`config.mk`:
```
export PLATFORM = sky130hd
export DESIGN_NAME = param_up_down_counter
export DESIGN_NICKNAME = d
export VERILOG_FILES = /design/src/rtl/param_up_down_counter.sv
export SDC_FILE = /design/constraint.sdc
export NUM_CORES = 1
export LEC_CHECK = 0
export CAP_MARGIN = 20
export CORE_UTILIZATION = 44
export CTS_CLUSTER_SIZE = 14
export DETAILED_ROUTE_END_ITERATION = 10
export GPL_TIMING_DRIVEN = 0
export PLACE_DENSITY = 0.77
export SYNTH_ARGS = -nofsm -noshare
export SYNTH_HDL_FRONTEND = slang
export SYNTH_SLANG_ARGS = --single-unit
```
`constraint.sdc`:
```
create_clock -name clk -period 1.9 [get_ports clk]
set_clock_uncertainty 0.15 [all_clocks]
set_input_delay 0.38 -clock clk [delete_from_list [all_inputs] [get_ports clk]]
set_output_delay 0.38 -clock clk [all_outputs]
set_load 0.02 [all_outputs]
```
`src/rtl/param_up_down_counter.sv`:
```
// Up/down counter with a configurable upper limit, wrap or saturate at the limits, and a clamped load.
// Optional sticky boundary flag (ovf port) is built only when UDC_STICKY_OVF_EN is defined.
module param_up_down_counter #(
   parameter int unsigned          WIDTH = 8,
   parameter logic [WIDTH-1:0]     MAX   = {WIDTH{1'b1}}
) (
   input  logic             clk,
   input  logic             clr,
   input  logic             en,
   input  logic             ld,
   input  logic             mode,
   input  logic             sat,
   input  logic [WIDTH-1:0] din,
   output logic [WIDTH-1:0] count,
   output logic             tc,
   output logic             wrap
`ifdef UDC_STICKY_OVF_EN
   ,
   output logic             ovf
`endif
);

   logic [WIDTH-1:0] count_next;
   logic             wrap_next;
   logic             boundary;

   // Terminal count looks at the limit in the currently selected direction.
   assign tc       = mode ? (count == '0) : (count == MAX);
   assign boundary = en && !ld && tc;

   always_comb begin
      count_next = count;
      wrap_next  = 1'b0;
      if (ld) begin
         count_next = (din > MAX) ? MAX : din;
      end else if (en) begin
         wrap_next = tc;
         if (!mode) begin
            if (count == MAX) count_next = sat ? MAX : '0;
            else              count_next = count + WIDTH'(1);
         end else begin
            if (count == '0)  count_next = sat ? '0 : MAX;
            else              count_next = count - WIDTH'(1);
         end
      end
   end

   always_ff @(posedge clk or posedge clr) begin
      if (clr) begin
         count <= '0;
         wrap  <= 1'b0;
      end else begin
         count <= count_next;
         wrap  <= wrap_next;
      end
   end

`ifdef UDC_STICKY_OVF_EN
   // A load clears the flag even if a boundary event happens on the same edge.
   always_ff @(posedge clk or posedge clr) begin
      if (clr)           ovf <= 1'b0;
      else if (ld)       ovf <= 1'b0;
      else if (boundary) ovf <= 1'b1;
   end
`else
   logic unused_boundary;
   assign unused_boundary = boundary;
`endif

endmodule

```
==> results of run 1 <==
-- critical path, delay by kind of cell (launching register included) --
family | cells | cell delay, ps
buffers and inverters | 2 | 190
xor gates and xnor gates | 1 | 200
AOI/OAI and AO/OA | 3 | 660
adders and majority gates | 1 | 220
and+or+nand+nor | 1 | 250
DFF | 1 | 440
-- where the power goes --
| group | total (mW) | internal [mW] | leakage [nW] | switching, mW |
|---|---|---|---|---|
| logic | 0.472 | 0.214 | 0.428 | 0.258 |
| registers | 0.238 | 0.214 | 0.104 | 0.0245 |
| clock network | 0.153 | 0.0813 | 0.0150 | 0.0722 |
-- cell families (layout without fill, tap and decap cells) --
| family | after synthesis | after routing | share of synthesized area, % |
|---|---|---|---|
| AOI/OAI and AO/OA | 41 | 41 | 31.2 |
| xor gates and xnor gates | 3 | 3 | 2.65 |
| adders and majority gates | 3 | 3 | 3.79 |
| buffers and inverters | 21 | 55 | 10.4 |
| DFF | 9 | 9 | 22.7 |
| muxes | 1 | 1 | 1.14 |
| and+or+nand+nor | 52 | 52 | 28.2 |
-- how the worst min path moves through the flow --
stage,endpoint,slack (ps),depth (start not counted)
finish,count[5],220,2
CTS,count[5],230,2
floorplan,count[2],60,1
global placement,count[5],510,2
detailed placement,count[5],520,2
global route,count[7],280,2
-- repair_timing --
action	4_1_cts	5_1_grt
resized for setup	18	13
setup buffers	9	2
hold buffers	0	0
endpoints found under the setup margin	9	10
pin swaps	11	9
gates cloned	0	0
-- synthesized netlist by cell type (3+ instances only) --
library cell  instances
dfrtp_1               9
nor3_1                5
nand2_1              14
o21ai_0               6
buf_2                 6
nor2_1               10
nor3b_1               3
inv_1                 8
clkbuf_1              4
ha_1                  3
a21oi_1              10
a311oi_1              3
o31ai_1               5
nand3_1               7
a41oi_1               4
-- per-layer routing --
metal,vias up,part of all wire (%)
met5,-,0
li1,554,-
met3,22,9.3
met1,564,38
met4,0,3.5
met2,96,49
-- flip-flops by register name (all words and copies together) (netlist names) --
| register | count |
|---|---|
| count | 8 |
| wrap | 1 |
-- final cells by class --
class / count / area [sq um]
flip-flops and latches: 9 / 230
multi-input cells: 100 / 762
repair buffers: 31 / 284
clock buffers: 4 / 26.3
inverters: 8 / 40.0
plain buffers: 12 / 93.8
well taps: 27 / 33.8
fillers: 161 / 572
-- through the flow --
stage	setup slack [ps]	hold slack [ps]	power [mW]	cells
final	-352	222	0.863	191
after global routing	-372	276	0.903	191
after CTS	-188	230	0.817	189
after detailed placement	-551	516	0.622	177
after global placement	-518	509	0.613	177
after floorplan	-116	57.7	0.497	130
==> results by group, run 1 <==
Synthesis
  • Average size of a mapped cell: 7.62 sq um
  • Async SR Flop Fraction: 100%
  • EDFF count, synth: 0
  • Synth area leader: dfrtp_1
  • Yosys cell types: 43
  • Ys Warns: 0
  • Syn Inst Count: 130
  • Mapped Nets: 147
  • FF+latch count, synth: 9
  • Largest cells by area after synthesis: dfrtp_1, nand2_1, a21oi_1
  • Synth Cell Area: 991 sq um
  • Primary FF master, synth: dfrtp_1
  • Post-synthesis sequential area ratio: 22.7%
  • Yosys top cell area share: 22.7%

Pwr
  • PwrDens: 587 mW/mm^2
  • Leakage power: 0.548 nW
  • Peak supply drop: 0.637 mV

Drt
  • DRC: 0
  • Drt wl/cell: 18.4 um
  • DR vias: 1236
  • TritonRoute pass-1 iters: 5
  • Post-DR vias/cell: 6.47
  • ANT nets after route: 0
  • Total Routed Length: 3510 um
  • First DRT Iteration DRCs: 80

Timing
  • Final Hold Viols: 0
  • Max Slew Vio Count: 0
  • Worst setup margin: -352 ps
  • Final Setup Violations: 7
  • Fmax: 444 MHz
  • Post-Route Setup TNS: -1210 ps
  • Max-slew headroom: 67.0%
  • RSZ-0062 raised after global routing: yes
  • Tcrit/Tclk final: 119%
  • Measured slew at the worst slew-check pin: 496 ps
  • Minimum clock period: 2250 ps

GRT
  • Number of global-route vias before repair: 1173
  • GR peak layer: met2
  • GRT met2 Usage: 50.5%
  • Met3 Use GR: 4.94%
  • Total Routing Usage GR: 29.0%
  • Met1 usage: 36.0%
  • Pin count of the biggest net entering global routing: 12
  • Grt ovf: 0
  • First-pass GRT wire length: 5430 um
  • Initial antenna violation count: 0

CTS
  • Clk_lat worst skew: 270 ps
  • Max H-tree Level: 1
  • Clock sinks: 9
  • TritonCTS Buffers: 3
  • Clock root buffer: clkbuf_4
  • CTS tree: built
  • Clk buf depth: 2
  • Clock transition at the registers of the reported paths: 60 ps

Worst setup path
  • CP max stage cell: dfrtp_2
  • Crit start category: register
  • Critical path cell sequence: buf_8 -> inv_6 -> ha_1 -> nor3b_4 -> xnor2_1 -> o21ai_1 -> a311oi_1 -> o31ai_1
  • Worst setup path startpoint: count[0]
  • RR Endpoint: count[4]
  • Max stage delay on crit path: 440 ps
  • Crit Path Max Fanout: 4
  • FF-to-FF path depth: 8
  • Nature of the critical path endpoint: register
  • CP arrival: 2230 ps
  • Crit Path Category: reg -> reg
  • Worst endpoint required time: 1880 ps
  • Reg2reg setup slack: -350 ps
  • End of the critical path: count[4]
  • Reg2reg start: count[0]

Floorplan
  • Initial core utilization: 48.5%
  • Row count: 16
  • I/O pin count: 24
  • Die ar.: 0.00245 sq mm
  • Height of the die: 49.5 um
  • Core region area: 0.00204 sq mm
  • Width of the die: 49.5 um

Placement
  • Port buffer count: 20
  • Routability cong.: 0.933
  • Detail Placement HPWL: 2200 um
  • Area after DPL: 0.00127 sq mm

Layout
  • Synth-to-Final Area Change: 48.4%
  • Final #Nets: 182
  • Layout Utilization: 72.0%
  • Most frequent cells in the layout: clkdlybuf4s50_1, buf_4, nand2_1
  • Most common cell after layout, fill and taps aside: clkdlybuf4s50_1
  • ANT cells: 0
  • Share of cells above drive strength 1: 32.9%
  • Post-route cell area: 0.00147 sq mm

Job
  • Maxcap violations: 0

Outcome
  • Status: finished, violations left
  • Failing checks: setup timing

Worst hold path
  • Worst Hold Class: in -> async
No activity file was read; power rests on OpenSTA's default activity.
==> inputs of run 2 (changes only) <==
--- a/config.mk
+++ b/config.mk
@@ -9,7 +9,6 @@
 export CORE_UTILIZATION = 44
 export CTS_CLUSTER_SIZE = 14
 export DETAILED_ROUTE_END_ITERATION = 10
-export GPL_TIMING_DRIVEN = 0
 export PLACE_DENSITY = 0.77
 export SYNTH_ARGS = -nofsm -noshare
 export SYNTH_HDL_FRONTEND = slang
==> results by group, run 2 (synthesis gave the netlist of run 1 again) <==
Worst setup path
  • Worst endpoint required time: 1890 ps (about the same)
  • Nature of the critical path endpoint: register
  • RR Endpoint: count[2]
  • CP arrival: 2130 ps (-100 ps)
  • Crit Path Category: reg -> reg
  • Crit Path Max Fanout: 4 (unchanged)
  • Reg2reg setup slack: -240 ps (+110 ps)
  • Crit start category: register
  • FF-to-FF path depth: 8 (unchanged)
  • Reg2reg start: count[1]

Floorplan
  • Core region area: 0.00204 sq mm (unchanged)
  • Width of the die: 49.5 um (unchanged)
  • Initial core utilization: 48.5% (unchanged)
  • Row count: 16 (unchanged)
  • Height of the die: 49.5 um (unchanged)
  • I/O pin count: 24 (unchanged)
  • Die ar.: 0.00245 sq mm (unchanged)

Timing
  • Worst setup margin: -242 ps (+109 ps)
  • Final Setup Violations: 9 (+2)
  • RSZ-0062 raised after global routing: yes
  • Fmax: 467 MHz (+5.1%)
  • Minimum clock period: 2140 ps (-109 ps)
  • Measured slew at the worst slew-check pin: 476 ps (-19.7 ps)
  • Final Hold Viols: 0 (unchanged)
  • WHS: 281 ps (+59.0 ps)
  • Max-slew headroom: 68.0% (+1.0 points)
  • Max Slew Vio Count: 0 (unchanged)
  • Tcrit/Tclk final: 113% (-5.8 points)
  • Post-Route Setup TNS: -1730 ps (-518 ps)

Job
  • Maxcap violations: 0 (unchanged)

Layout
  • Most common cell after layout, fill and taps aside: buf_4
  • Largest register FFs: 8 (unchanged)
  • Most frequent cells in the layout: buf_4, clkdlybuf4s50_1, nand2_1
  • Synth-to-Final Area Change: 80.7%
  • Final #Nets: 214 (+18%)
  • ANT cells: 0 (unchanged)
  • Leading registers by flop count: count x8, wrap x1
  • Share of cells above drive strength 1: 50.0% (+17 points)
  • Largest Register: count

Drt
  • First DRT Iteration DRCs: 114 (+43%)
  • Post-DR vias/cell: 6.82 (+5.4%)
  • Total Routed Length: 5060 um (+44%)
  • Drt wl/cell: 22.7 um (+23%)
  • TritonRoute pass-1 iters: 5 (unchanged)
  • ANT nets after route: 0 (unchanged)
  • DR vias: 1521 (+23%)
  • DRC: 0 (unchanged)

CTS
  • Clock sinks: 9 (unchanged)
  • Clk buf depth: 2 (unchanged)
  • Max H-tree Level: 1 (unchanged)
  • Clock transition at the registers of the reported paths: 70 ps (about the same)
  • Clock root buffer: clkbuf_4
  • Hold_buf cts: 0 (unchanged)
  • TritonCTS Buffers: 3 (unchanged)
  • Clk_lat worst skew: 270 ps (about the same)
  • CTS tree: built

GRT
  • Initial antenna violation count: 0 (unchanged)
  • Number of global-route vias before repair: 1403 (+20%)
  • First-pass GRT wire length: 6780 um (+25%)
  • Total Routing Usage GR: 37.2% (+8.1 points)
  • Pin count of the biggest net entering global routing: 11 (-1)
  • Grt ovf: 0 (unchanged)

Outcome
  • Failing checks: setup timing
  • Status: finished, violations left

Pwr
  • Peak supply drop: 0.561 mV (-12%)
  • PwrDens: 566 mW/mm^2 (-3.7%)
  • Leakage power: 0.746 nW (+36%)

Placement
  • Detail Placement HPWL: 2750 um (+25%)
  • Port buffer count: 23 (+15%)
  • Place WS: -361 ps (+190 ps)
  • Routability cong.: 0.961 (+3.0%)

Worst hold path
  • Worst Hold Class: in -> async
[run 2: worst max-delay path by stage]
stage	startpoint	to	slack, ps	cells past startpoint
CTS	count[3]	tc	-150	5
detailed placement	count[0]	count[5]	-360	7
global placement	mode	tc	-310	4
finish	count[1]	count[2]	-240	8
floorplan	count[0]	count[5]	-120	6
global route	count[0]	count[2]	-300	8
[run 2: stage by stage]
step                      cells  power, mW  area [sq um]  util [%]
after floorplan             130      0.497          1030         -
after global placement      205      0.680          1500      73.3
after detailed placement    205      0.696          1500      73.3
after CTS                   218      0.922          1690      82.9
after global routing        223       1.04          1790      87.7
final                       223       1.01          1790      87.7
[run 2: final cells by class]
| cell class | count | area [sq um] |
|---|---|---|
| Multi-Input combinational cell | 100 | 825 |
| Inverter | 8 | 35.0 |
| Sequential cell | 9 | 233 |
| Fill cell | 100 | 251 |
| Clock buffer | 4 | 26.3 |
| Timing Repair Buffer | 75 | 638 |
| Tap cell | 27 | 33.8 |
[run 2: critical path, stage by stage, from the launching register on]
cell	delay, ps
dfrtp_2	480
inv_4	90
ha_4	140
buf_6	100
or3b_4	400
o21ai_4	230
o221ai_2	140
a21oi_2	190
a21oi_2	90
[run 2: timing repair]
item | 4_1_cts | 5_1_grt
endpoints found under the hold margin | 0 | 0
endpoints found under the setup margin | 17 | 11
pin swaps | 15 | 14
buffers inserted | 9 | 5
gates resized for setup | 40 | 19
[run 2: metal layers]
layer	GRT usage, %	vias up	part of all wire (%)
met5	0	-	0
met4	22.4	0	6.5
met3	7.72	51	12
met2	64.4	147	48
met1	41.5	711	34
li1	-	612	-
[run 2: power by group]
part	switching, mW	internal (mW)	total (mW)
clock	0.0791	0.0815	0.161
sequential	0.0367	0.215	0.251
combinational	0.312	0.288	0.601
